==> config.mk <==
export PLATFORM = sky130hd
export DESIGN_NAME = fetch_ctrl
export DESIGN_NICKNAME = d
export VERILOG_FILES = /design/src/rtl/cpu_pkg.sv /design/src/rtl/fetch_ctrl.sv
export SDC_FILE = /design/constraint.sdc
export NUM_CORES = 1
export LEC_CHECK = 0
export ABC_CLOCK_PERIOD_IN_PS = 2800
export BUFFER_PORTS_ARGS = -buffer_cell sky130_fd_sc_hd__buf_4
export CAP_MARGIN = 10
export CORE_MARGIN = 8
export CORE_UTILIZATION = 46
export DETAILED_ROUTE_END_ITERATION = 6
export HOLD_SLACK_MARGIN = 0.1
export PLACE_DENSITY_LB_ADDON = 0.05
export SYNTH_ARGS = -nofsm -noshare
export SYNTH_HDL_FRONTEND = slang
export SYNTH_SLANG_ARGS = --single-unit
==> constraint.sdc <==
create_clock -name clk -period 2.8 [get_ports clk]
set_clock_uncertainty 0.15 [all_clocks]
set_input_delay 0.14 -clock clk [delete_from_list [all_inputs] [get_ports clk]]
set_output_delay 0.14 -clock clk [all_outputs]
set_load 0.02 [all_outputs]
==> src/rtl/cpu_pkg.sv <==
// ---------------------------------------------------------------------------
// cpu_pkg
// Shared definitions for the small CPU datapath/control slice.
//   PC_W_DEFAULT    : default program counter width (instruction indices)
//   INSTR_W_DEFAULT : default instruction word width
//   fetch_state_t   : state encoding of the fetch/issue/update controller
//   state_is_busy() : true for every state that is part of an active
//                     instruction loop (neither IDLE nor HALT)
// ---------------------------------------------------------------------------
package cpu_pkg;

  localparam int PC_W_DEFAULT    = 10;
  localparam int INSTR_W_DEFAULT = 16;

  typedef enum logic [2:0] {
    ST_IDLE     = 3'd0,
    ST_FETCH    = 3'd1,
    ST_WAIT_MEM = 3'd2,
    ST_ISSUE    = 3'd3,
    ST_EXEC     = 3'd4,
    ST_UPDATE   = 3'd5,
    ST_HALT     = 3'd6
  } fetch_state_t;

  // The busy flag is registered from the next state, so this helper is
  // evaluated on state_d rather than on the current state.
  function automatic logic state_is_busy(input fetch_state_t s);
    return !((s == ST_IDLE) || (s == ST_HALT));
  endfunction

endpackage

==> src/rtl/fetch_ctrl.sv <==
// ---------------------------------------------------------------------------
// fetch_ctrl
// Instruction fetch / issue / PC-update sequencer. The program counter
// register lives outside this block; fetch_ctrl only reads it (pc_curr,
// pc_inc) and tells it when and what to load (pc_we, pc_next).
//
// One instruction walks IDLE -> FETCH -> WAIT_MEM -> ISSUE -> EXEC ->
// UPDATE -> FETCH ..., or UPDATE -> HALT when the execute stage asks to
// stop. The shortest loop is five cycles.
//
// Ports
//   clk, rst      : clock, synchronous active-high reset
//   start         : leave IDLE (ignored everywhere else)
//   pc_curr       : current PC
//   pc_inc        : pc_curr + 1, supplied by the PC block
//   pc_we         : PC write enable, only ever high in UPDATE
//   pc_next       : value to load into the PC (pc_inc whenever pc_we=0)
//   imem_req      : one-cycle read request, high in FETCH
//   imem_addr     : read address, always pc_curr
//   imem_valid    : read data valid, honoured only in WAIT_MEM
//   imem_rdata    : read data
//   instr_valid   : instruction offered to execute (ISSUE)
//   instr         : held instruction word
//   instr_ready   : execute stage accepts instr
//   exec_done     : execute finished; qualifies br_taken/br_offset/halt_req
//   br_taken      : branch taken
//   br_offset     : signed two's-complement branch offset
//   halt_req      : stop after the current instruction
//   busy          : controller is inside an instruction loop
//   halted        : controller is in HALT
// ---------------------------------------------------------------------------
module fetch_ctrl
  import cpu_pkg::*;
#(
  parameter int PC_W    = PC_W_DEFAULT,
  parameter int INSTR_W = INSTR_W_DEFAULT
) (
  input  logic               clk,
  input  logic               rst,
  input  logic               start,
  input  logic [PC_W-1:0]    pc_curr,
  input  logic [PC_W-1:0]    pc_inc,
  output logic               pc_we,
  output logic [PC_W-1:0]    pc_next,
  output logic               imem_req,
  output logic [PC_W-1:0]    imem_addr,
  input  logic               imem_valid,
  input  logic [INSTR_W-1:0] imem_rdata,
  output logic               instr_valid,
  output logic [INSTR_W-1:0] instr,
  input  logic               instr_ready,
  input  logic               exec_done,
  input  logic               br_taken,
  input  logic [PC_W-1:0]    br_offset,
  input  logic               halt_req,
  output logic               busy,
  output logic               halted
);

  fetch_state_t        state_q, state_d;
  logic [INSTR_W-1:0]  instr_q, instr_d;
  logic                br_taken_q, br_taken_d;
  logic [PC_W-1:0]     br_offset_q, br_offset_d;
  logic                halt_q, halt_d;

  logic                pc_we_q;
  logic                imem_req_q;
  logic                instr_valid_q;
  logic                busy_q;
  logic                halted_q;

  logic [PC_W-1:0]     br_target;

  // Next-state and capture logic. imem_valid only matters in WAIT_MEM and
  // start only in IDLE, so stray pulses elsewhere fall through to the
  // default hold. The branch/halt capture happens on the EXEC cycle that
  // sees exec_done, so the execute stage may drop those inputs afterwards.
  always_comb begin
    state_d     = state_q;
    instr_d     = instr_q;
    br_taken_d  = br_taken_q;
    br_offset_d = br_offset_q;
    halt_d      = halt_q;

    case (state_q)
      ST_IDLE: begin
        if (start) begin
          state_d = ST_FETCH;
        end
      end

      ST_FETCH: begin
        state_d = ST_WAIT_MEM;
      end

      ST_WAIT_MEM: begin
        if (imem_valid) begin
          instr_d = imem_rdata;
          state_d = ST_ISSUE;
        end
      end

      ST_ISSUE: begin
        if (instr_ready) begin
          state_d = ST_EXEC;
        end
      end

      ST_EXEC: begin
        if (exec_done) begin
          br_taken_d  = br_taken;
          br_offset_d = br_offset;
          halt_d      = halt_req;
          state_d     = ST_UPDATE;
        end
      end

      ST_UPDATE: begin
        // A pending halt beats a pending branch: the PC is left pointing
        // at the halting instruction.
        if (halt_q) begin
          state_d = ST_HALT;
        end else begin
          state_d = ST_FETCH;
        end
      end

      ST_HALT: begin
        state_d = ST_HALT;
      end

      default: begin
        state_d = ST_IDLE;
      end
    endcase
  end

  // State and registered outputs. Every output flag is decoded from the
  // next state so it lines up exactly with the state it describes, without
  // a combinational path from state_q to the pins. Reset wins over every
  // other input and also drops an outstanding memory read, because the
  // controller simply returns to IDLE where imem_valid is not looked at.
  always_ff @(posedge clk) begin
    if (rst) begin
      state_q       <= ST_IDLE;
      instr_q       <= '0;
      br_taken_q    <= 1'b0;
      br_offset_q   <= '0;
      halt_q        <= 1'b0;
      pc_we_q       <= 1'b0;
      imem_req_q    <= 1'b0;
      instr_valid_q <= 1'b0;
      busy_q        <= 1'b0;
      halted_q      <= 1'b0;
    end else begin
      state_q       <= state_d;
      instr_q       <= instr_d;
      br_taken_q    <= br_taken_d;
      br_offset_q   <= br_offset_d;
      halt_q        <= halt_d;
      pc_we_q       <= (state_d == ST_UPDATE) && !halt_d;
      imem_req_q    <= (state_d == ST_FETCH);
      instr_valid_q <= (state_d == ST_ISSUE);
      busy_q        <= state_is_busy(state_d);
      halted_q      <= (state_d == ST_HALT);
    end
  end

  // Branch target: the PC_W-bit sum naturally wraps modulo 2^PC_W, which
  // is what a two's-complement offset needs for both forward and backward
  // branches.
  assign br_target = pc_curr + br_offset_q;

  // pc_next falls back to pc_inc whenever no write is happening, so the
  // PC block sees a sensible value even though it ignores it.
  assign pc_next     = (pc_we_q && br_taken_q) ? br_target : pc_inc;
  assign pc_we       = pc_we_q;
  assign imem_req    = imem_req_q;
  assign imem_addr   = pc_curr;
  assign instr_valid = instr_valid_q;
  assign instr       = instr_q;
  assign busy        = busy_q;
  assign halted      = halted_q;

endmodule

==> results.sh, run 1 <==
export IMPL_n_antenna_cell=0
export IMPL_vias_per_cell=4.94
export IMPL_synth_mux_area_fraction=0.0113
export IMPL_syn2layout_area_growth_pct=52.3
export IMPL_clkTransAtPathRegs_ns=0.07
export IMPL_grt_use_met1=0.190
export IMPL_maxSlewHeadroom=0.548
export IMPL_h_tree_depth=2
export IMPL_coreArea_sq_um=4260
export IMPL_syn_nets=318
export IMPL_peakVddDrop_uv=387
export IMPL_grt_first_pass_wirelength_microns=9020
export IMPL_rsz0062_at_grt="no"
export IMPL_place_gp_congestion=0.792
export IMPL_synth_simple_area_share=0.279
export IMPL_grt_max_degree=33
export IMPL_syn_area_per_cell_sq_um=7.86
export IMPL_cts_tree="yes"
export IMPL_busiest_layer="met2"
export IMPL_layout_cells_non_filler=415
export IMPL_fin_nets=427
export IMPL_crit_arrival_ns=2.33
export IMPL_fmax_mhz=382
export IMPL_synth_top_family_by_area="simple AND/OR/NAND/NOR gates"
export IMPL_clockRootBuffer="clkbuf_8"
export IMPL_worst_setup_path_end_kind="output port"
export IMPL_met3_usage=0.0624
export IMPL_maxCapViolations=0
export IMPL_yosys_warnings=0
export IMPL_clock_sinks=36
export IMPL_grt_pass1_vias=2011
export IMPL_dp_cells=377
export IMPL_die_w_microns=81.9
export IMPL_worst_pin_slew_ns=0.677
export IMPL_p_total_w=0.00127
export IMPL_synth_fa_ha_area_frac=0.0664
export IMPL_fillers=370
export IMPL_place_ws_ns=0.349
export IMPL_hold_ws_ns=0.109
export IMPL_syn_area_sq_um=2000
export IMPL_period_needed_ns=2.62
export IMPL_wl_per_cell_microns=13.8
export IMPL_cts_buffers=5
export IMPL_tns_ns=0
export IMPL_vias=2052
export IMPL_synth_compound_area_share=0.181
export IMPL_synth_async_sr_flop_share=0
export IMPL_fin_crit_sh=0.936
export IMPL_dp_hpwl_microns=4050
export IMPL_io_buffers=94
export IMPL_syn_inst=254
export IMPL_yosysTopAreaCell="dfxtp_1"
export IMPL_p_leak_nw=1.36
export IMPL_worstPathMaxFanout=3
export IMPL_die_area_sq_um=6710
export IMPL_synth_edff_count=0
export IMPL_ios=95
export IMPL_rows=24
export IMPL_synth_top_area_frac=0.361
export IMPL_synth_xor_area_frac=0.0219
export IMPL_synth_seq_cells=36
export IMPL_floorplan_initialDensity=0.468
export IMPL_overflow=0
export IMPL_hp_class="in -> reg"
export IMPL_ys_flop_type="dfxtp_1"
export IMPL_cp_required_ns=2.51
export IMPL_antenna_found_initial=0
export IMPL_hold_viol=0
export IMPL_grt_total_usage=0.170
export IMPL_ant_nets=0
export IMPL_slew_viol_final=0
export IMPL_first_pass_iters=4
export IMPL_synth_area_leaders="dfxtp_1, nand2_1, a21oi_1, ha_1, buf_4"
export IMPL_ys_seq_area_frac=0.361
export IMPL_clkLatencyLatePin_ns=0.28
export IMPL_met2_usage=0.294
export IMPL_crit_type="reg -> out"
export IMPL_ys_types=46
export IMPL_final_layout_size_suffix_gt1_frac=0.314
export IMPL_setup_viol=0
export IMPL_drt_initial_drc_count=62
export IMPL_outcome="completed"
export IMPL_fin_ws_ns=0.179
export IMPL_start_kind="flip-flop"
export IMPL_drc=0
export IMPL_powerDensity_nw_per_um2=419
export IMPL_die_h_microns=81.9
export IMPL_wl_microns=5710
export IMPL_clk_path_buf_depth=2
area by class of cell:
type	count	area [sq um]	area share
sequential	36	721	0.237
timing repair buffer	126	1020	0.337
multi-input combinational	191	1120	0.370
tap	52	65.1	0.0214
inverter	3	11.3	0.00370
clock buffer	7	96.3	0.0317
repair_timing:
action / in CTS / in global routing
hold buffers: 31 / 0
hold endpoints to repair: 30 / 0
setup buffers: 0 / 0
resized for setup: 0 / 2
endpoints found under the setup margin: 0 / 1
cell families after synthesis:
| logic type | after synthesis |
|---|---|
| AO/OA/AOI/OAI | 60 |
| XOR/XNOR | 5 |
| adder cells (fa/ha/maj) | 10 |
| buffers and inverters | 27 |
| flip-flops | 36 |
| multiplexers | 2 |
| AND/OR/NAND/NOR | 114 |
placed cells by master (no fill, tap or decap), types with 4 or more instances in the layout:
cell / Yosys / routed
a21o_1: 6 / 6
a21oi_1: 33 / 32
buf_4: 10 / 95
clkbuf_8: 0 / 7
dfxtp_1: 36 / 36
dlygate4sd3_1: 0 / 31
ha_1: 9 / 9
nand2_1: 71 / 71
nand3b_1: 5 / 5
nor2_1: 8 / 8
nor2b_1: 4 / 4
o21ai_0: 8 / 8
power breakdown:
| group | internal (W) | total (W) | switching [W] |
|---|---|---|---|
| logic | 0.000170 | 0.000322 | 0.000152 |
| registers | 0.000538 | 0.000562 | 0.0000234 |
| clock network | 0.000219 | 0.000390 | 0.000172 |
| total | 0.000928 | 0.00127 | 0.000347 |
worst paths after layout:
kind                  start         end  slack (ns)  cells past startpoint
max          br_offset_q[0]  pc_next[6]        0.18                      8
max reg2reg      state_q[1]    instr[4]        0.40                      5
min                     rst    instr[8]        0.11                      2
min reg2reg        instr[2]    instr[2]        0.31                      2
cells in the mapped netlist (2+ instances only):
cell,number
buf_6,2
nor3b_1,3
nor3_1,2
or4_1,2
nor3b_2,2
and3_1,2
a21oi_2,2
dfxtp_1,36
o211ai_1,2
o21ai_0,8
buf_4,10
a21o_1,6
xnor2_1,3
a31oi_1,2
nor2b_1,4
ha_1,9
buf_2,4
xor2_1,2
clkbuf_1,7
nand4_1,2
nand2_1,71
nor2_1,8
a21oi_1,33
nand3_1,3
inv_1,3
mux2_2,2
nand3b_1,5
critical path, stage by stage, from the launching register on:
cell      delay, ns
dfxtp_1        0.31
ha_1           0.21
fa_2           0.35
a21o_1         0.19
a21o_1         0.20
a21oi_2        0.17
mux2_2         0.35
o211ai_1       0.09
buf_4          0.17
sequential cells by signal, indices dropped and copies added (netlist names):
name,count
pc_we,1
instr,16
halted,1
imem_req,1
busy,1
halt_q,1
state_q,3
instr_valid,1
br_taken_q,1
br_offset_q,10
stage by stage:
step	area [sq um]	utilization
after floorplan	2000	-
after global placement	2630	0.616
after detailed placement	2630	0.616
after CTS	3030	0.712
after global routing	3040	0.713
final	3040	0.713
routing by layer:
layer / part of all wire / up-vias
li1: - / 1070
met1: 0.40 / 918
met2: 0.49 / 57
met3: 0.090 / 7
met4: 0.013 / 0
met5: 0 / -
Note: power is estimated with default switching activity, not from simulation.
==> inputs of run 2 (changes only) <==
==> constraint.sdc (replaced) <==
create_clock -name clk -period 2.8 [get_ports clk]
set_clock_uncertainty 0.15 [all_clocks]
set_input_delay 0.84 -clock clk [delete_from_list [all_inputs] [get_ports clk]]
set_output_delay 0.84 -clock clk [all_outputs]
set_load 0.02 [all_outputs]
==> run 2 against run 1 <==
  * The flow now finishes with violations (negative setup slack)
  * Total power fell by 1.5%
  * Sequential share of layout area rose by 0.12 points
  * Non-clock buffer count fell by 8
  * Sequential power about the same
  * Flip-flop and latch count unchanged
  * Die area stayed put
  * Fmax fell by 26%
  * Global-route usage decreased by 0.88 points
  * Via count fell by 2.4%
  * Critical path type is now in -> out
  * Largest cell class unchanged
==> results.sh, run 2 (same netlist as run 1, synthesis figures left out) <==
export IMPL_outcome="finished with violations"
export IMPL_violations="negative setup slack"
export IMPL_hold_viol=0
export IMPL_switching_share=0.272
export IMPL_grt_first_pass_wirelength_microns=8620
export IMPL_fin_crit_sh=1.26
export IMPL_die_area_sq_um=6710
export IMPL_hp_class="reg -> reg"
export IMPL_floorplan_initialDensity=0.468
export IMPL_final_common_cell="buf_4"
export IMPL_fin_nets=419
export IMPL_cts_buffers=5
export IMPL_ant_nets=0
export IMPL_io_buffers=94
export IMPL_final_core_util=0.710
export IMPL_cts_hold_buf=0
export IMPL_final_layout_size_suffix_gt1_frac=0.425
export IMPL_crit_arrival_ns=2.54
export IMPL_worst_setup_path_end_kind="output port"
export IMPL_setup_viol=9
export IMPL_vias=2003
export IMPL_cp_required_ns=1.81
export IMPL_peakVddDrop_uv=312
export IMPL_slowest_delay_ns=0.33
export IMPL_worstReg2RegStart="state_q[1]"
export IMPL_hold_ws_ns=0.305
export IMPL_clock_sinks=36
export IMPL_combPwrFrac=0.242
export IMPL_ios=95
export IMPL_cp_top_family="buffers and inverters"
export IMPL_first_pass_iters=4
export IMPL_worst_path_buf_inv=5
export IMPL_min_from="instr[9]"
export IMPL_clkLatencyLatePin_ns=0.28
export IMPL_dp_hpwl_microns=4280
export IMPL_place_gp_congestion=0.824
export IMPL_drt_initial_drc_count=66
export IMPL_crit_chain="buf_6, ha_4, fa_2, a21o_1, a21o_1, buf_4, buf_4, buf_6, xnor2_2, o21ai_2, buf_6"
export IMPL_cpMostUsedCell="buf_6"
export IMPL_period_needed_ns=3.53
export IMPL_rows=24
export IMPL_grt_total_usage=0.161
export IMPL_overflow=0
export IMPL_multi_input_area_sq_um=1220
export IMPL_seq_area_sq_um=721
export IMPL_worstPathMaxFanout=2
export IMPL_seq_power_share=0.447
export IMPL_largest_reg_flops=16
export IMPL_rsz0062_at_grt="yes"
export IMPL_maxCapViolations=0
export IMPL_slew_viol_final=0
export IMPL_n_antenna_cell=0
export IMPL_wl_per_cell_microns=13.3
export IMPL_cp_slowest_cell="fa_2"
export IMPL_tns_ns=-4.18
export IMPL_antenna_found_initial=0
export IMPL_fmax_mhz=283
export IMPL_layout_common_cells="buf_4, nand2_1, dfxtp_1, a21oi_1, nor2_1"
export IMPL_p_leak_nw=1.37
export IMPL_fin_ws_ns=-0.728
export IMPL_die_h_microns=81.9
export IMPL_crit_type="in -> out"
export IMPL_vias_per_cell=4.92
export IMPL_die_w_microns=81.9
export IMPL_clkTransAtPathRegs_ns=0.07
export IMPL_p_int_w=0.000913
export IMPL_grt_max_degree=33
export IMPL_wl_microns=5430
export IMPL_startpoint="pc_curr[0]"
export IMPL_cts_tree="yes"
export IMPL_powerDensity_nw_per_um2=415
export IMPL_grt_pass1_vias=1970
export IMPL_syn2layout_area_growth_pct=51.5
export IMPL_drc=0
export IMPL_clk_path_buf_depth=2
export IMPL_p_sw_w=0.000342
export IMPL_pwr_share_clk=0.311
export IMPL_coreArea_sq_um=4260
export IMPL_maxSlewHeadroom=0.381
export IMPL_h_tree_depth=2
export IMPL_worst_pin_slew_ns=0.924
export IMPL_start_kind="input port"
export IMPL_fillers=351
export IMPL_clockRootBuffer="clkbuf_8"
[run 2: changes by cell type in the layout (fill, tap and decap cells not counted), sizes merged]
cell / before / now
buf: 95 / 118
dlygate4sd3: 31 / 0
[run 2: through the flow]
stage / worst slack, ns / power (W) / instance area (sq um) / instances
after floorplan: -0.571 / 0.000746 / 2050 / 254
after global placement: -0.782 / 0.000866 / 2830 / 396
after detailed placement: -0.793 / 0.000871 / 2830 / 396
after CTS: -0.694 / 0.00127 / 3010 / 406
after global routing: -0.821 / 0.00132 / 3030 / 407
final: -0.728 / 0.00126 / 3030 / 407
[run 2: worst register-to-register path: cells and delay by family, from the launching register on]
family           cells  cell delay [ns]
AO/OA/AOI/OAI        1             0.16
AND/OR/NAND/NOR      3             1.02
flip-flops           1             0.52
[run 2: final timing paths]
path | end | slack [ns] | depth (start not counted)
min reg2reg | instr[9] | 0.30 | 2
min | instr[9] | 0.30 | 2
max reg2reg | instr[4] | 0.87 | 4
max | pc_next[4] | -0.73 | 11
[run 2: power by group through the flow]
stage | Combinational, W | Clock, W | Sequential (W)
finish | 0.000304 | 0.000390 | 0.000561
CTS | 0.000307 | 0.000404 | 0.000561
floorplan | 0.000161 | 0 | 0.000585
detailed placement | 0.000299 | 0 | 0.000572
global route | 0.000334 | 0.000422 | 0.000565
global placement | 0.000295 | 0 | 0.000571
[run 2: timing repair]
action | CTS | global route
resized for setup | 10 | 3
endpoints found under the setup margin | 9 | 9
pin swaps | 6 | 5
buffers inserted | 3 | 2
gates cloned | 0 | 0
[run 2: area by class of cell]
type | instances | share of cell area
Clock buffer | 7 | 0.0318
Timing Repair Buffer | 118 | 0.300
Inverter | 3 | 0.00372
Sequential cell | 36 | 0.238
Tap cell | 52 | 0.0215
Multi-Input combinational cell | 191 | 0.404
[run 2: per-layer routing]
layer	share of wire	track usage
met3	0.090	0.0580
met5	0	0
met2	0.52	0.293
met1	0.38	0.166
met4	0.013	0.0544
==> inputs of run 3 (changes only) <==
--- a/config.mk
+++ b/config.mk
@@ -8,7 +8,7 @@
 export ABC_CLOCK_PERIOD_IN_PS = 2800
 export BUFFER_PORTS_ARGS = -buffer_cell sky130_fd_sc_hd__buf_4
 export CAP_MARGIN = 10
-export CORE_MARGIN = 8
+export CORE_MARGIN = 3
 export CORE_UTILIZATION = 46
 export DETAILED_ROUTE_END_ITERATION = 6
 export HOLD_SLACK_MARGIN = 0.1
==> run 3 against run 2 <==
  * The flow still finishes with violations (negative setup slack)
  * Register-to-register slack got worse by 0.02 ns
  * Sequential power hardly changed
  * Utilization is 6.0 points higher
  * Clock power down 6.4%
  * Sequential share of layout area down 0.89 points
  * Worst hold slack hardly changed
==> results.sh, run 3 (same netlist as run 1, synthesis figures left out) <==
export IMPL_worst_setup_path_end_kind="output port"
export IMPL_die_w_microns=71.9
export IMPL_fin_nets=423
export IMPL_coreArea_sq_um=4090
export IMPL_violations="negative setup slack"
export IMPL_cp_slowest_cell="fa_2"
export IMPL_maxSlewHeadroom=0.386
export IMPL_wl_per_cell_microns=13.6
export IMPL_first_pass_iters=4
export IMPL_grt_first_pass_wirelength_microns=8470
export IMPL_grt_pass1_vias=1967
export IMPL_wl_microns=5560
export IMPL_rsz0062_at_grt="yes"
export IMPL_clk_path_buf_depth=2
export IMPL_ant_nets=0
export IMPL_vias=2110
export IMPL_outcome="finished with violations"
export IMPL_dp_cells=394
export IMPL_worst_pin_slew_ns=0.917
export IMPL_cts_tree="yes"
export IMPL_worstPathMaxFanout=3
export IMPL_fin_ws_ns=-0.729
export IMPL_antenna_found_initial=0
export IMPL_period_needed_ns=3.53
export IMPL_fillers=309
export IMPL_hold_viol=0
export IMPL_layout_cells_non_filler=410
export IMPL_largest_reg_flops=16
export IMPL_syn2layout_area_growth_pct=57.4
export IMPL_slew_viol_final=0
export IMPL_rows=23
export IMPL_cp_required_ns=1.81
export IMPL_crit_chain="buf_8, ha_4, fa_2, a21o_1, a21o_1, a21oi_4, mux2_4, o211ai_1, buf_4"
export IMPL_vias_per_cell=5.15
export IMPL_seq_area_sq_um=721
export IMPL_h_tree_depth=2
export IMPL_peakVddDrop_uv=362
export IMPL_crit_type="in -> out"
export IMPL_die_area_sq_um=5170
export IMPL_drt_initial_drc_count=48
export IMPL_tns_ns=-4.64
export IMPL_n_antenna_cell=0
export IMPL_clockRootBuffer="clkbuf_8"
export IMPL_start_kind="input port"
export IMPL_fmax_mhz=283
export IMPL_ios=95
export IMPL_overflow=0
export IMPL_maxCapViolations=0
export IMPL_io_buffers=94
export IMPL_grt_total_usage=0.204
export IMPL_cpMostUsedCell="a21o_1"
export IMPL_cts_hold_buf=0
export IMPL_dp_hpwl_microns=3890
export IMPL_place_area_sq_um=2830
export IMPL_place_gp_congestion=0.765
export IMPL_setup_viol=9
export IMPL_clkTransAtPathRegs_ns=0.07
export IMPL_cts_buffers=5
export IMPL_floorplan_initialDensity=0.489
export IMPL_final_layout_size_suffix_gt1_frac=0.439
export IMPL_die_h_microns=71.9
export IMPL_grt_max_degree=33
export IMPL_clock_sinks=36
export IMPL_fin_area_sq_um=3140
export IMPL_clkLatencyLatePin_ns=0.28
export IMPL_final_common_cell="buf_4"
export IMPL_crit_arrival_ns=2.54
export IMPL_layout_common_cells="buf_4, nand2_1, dfxtp_1, a21oi_1, buf_6"
export IMPL_p_total_w=0.00124
export IMPL_fin_crit_sh=1.26
export IMPL_hp_class="reg -> reg"
export IMPL_powerDensity_nw_per_um2=395
export IMPL_cp_top_family="compound AO/OA/AOI/OAI gates"
export IMPL_worst_path_buf_inv=2
export IMPL_multi_input_area_sq_um=1280
export IMPL_slowest_delay_ns=0.34
export IMPL_drc=0
export IMPL_p_leak_nw=1.41
## run 3: final timing paths
kind | from | endpoint | slack [ns] | cells past startpoint
min reg2reg | instr[6] | instr[6] | 0.30 | 2
max | pc_curr[0] | pc_next[6] | -0.73 | 9
max reg2reg | state_q[2] | pc_we | 0.85 | 5
min | instr[6] | instr[6] | 0.30 | 2
## run 3: per-stage QoR
stage	hold slack, ns	util	setup slack, ns
after floorplan	0.290	-	-0.571
after global placement	0.292	0.691	-0.777
after detailed placement	0.297	0.691	-0.823
after CTS	0.306	0.735	-0.753
after global routing	0.322	0.769	-0.764
final	0.305	0.769	-0.729
## run 3: power by group
part | internal [W] | switching, W | total, W
Sequential | 0.000539 | 0.0000227 | 0.000561
Clock | 0.000200 | 0.000165 | 0.000365
Combinational | 0.000161 | 0.000153 | 0.000314
## run 3: repair_timing
item,CTS,global route
resized for setup,12,20
setup buffers,6,4
gates cloned,0,0
pin swaps,8,6
setup endpoints to repair,9,9
## run 3: layer usage
metal | GRT usage | routed length [microns] | vias up
li1 | - | - | 1072
met1 | 0.230 | 2160 | 958
met2 | 0.362 | 2920 | 67
met3 | 0.0589 | 354 | 13
met4 | 0.0731 | 128 | 0
met5 | 0 | 0 | -
## run 3: layout make-up
class | instances | area share
Timing Repair Buffer | 122 | 0.311
Inverter | 3 | 0.00358
Tap cell | 50 | 0.0199
Multi-Input combinational cell | 191 | 0.408
Clock buffer | 8 | 0.0287
Sequential cell | 36 | 0.229
## run 3: worst min-delay path: stages (launching register included)
cell and delay (ns):
dfxtp_1 0.31, nand2_1 0.05, a21oi_1 0.05
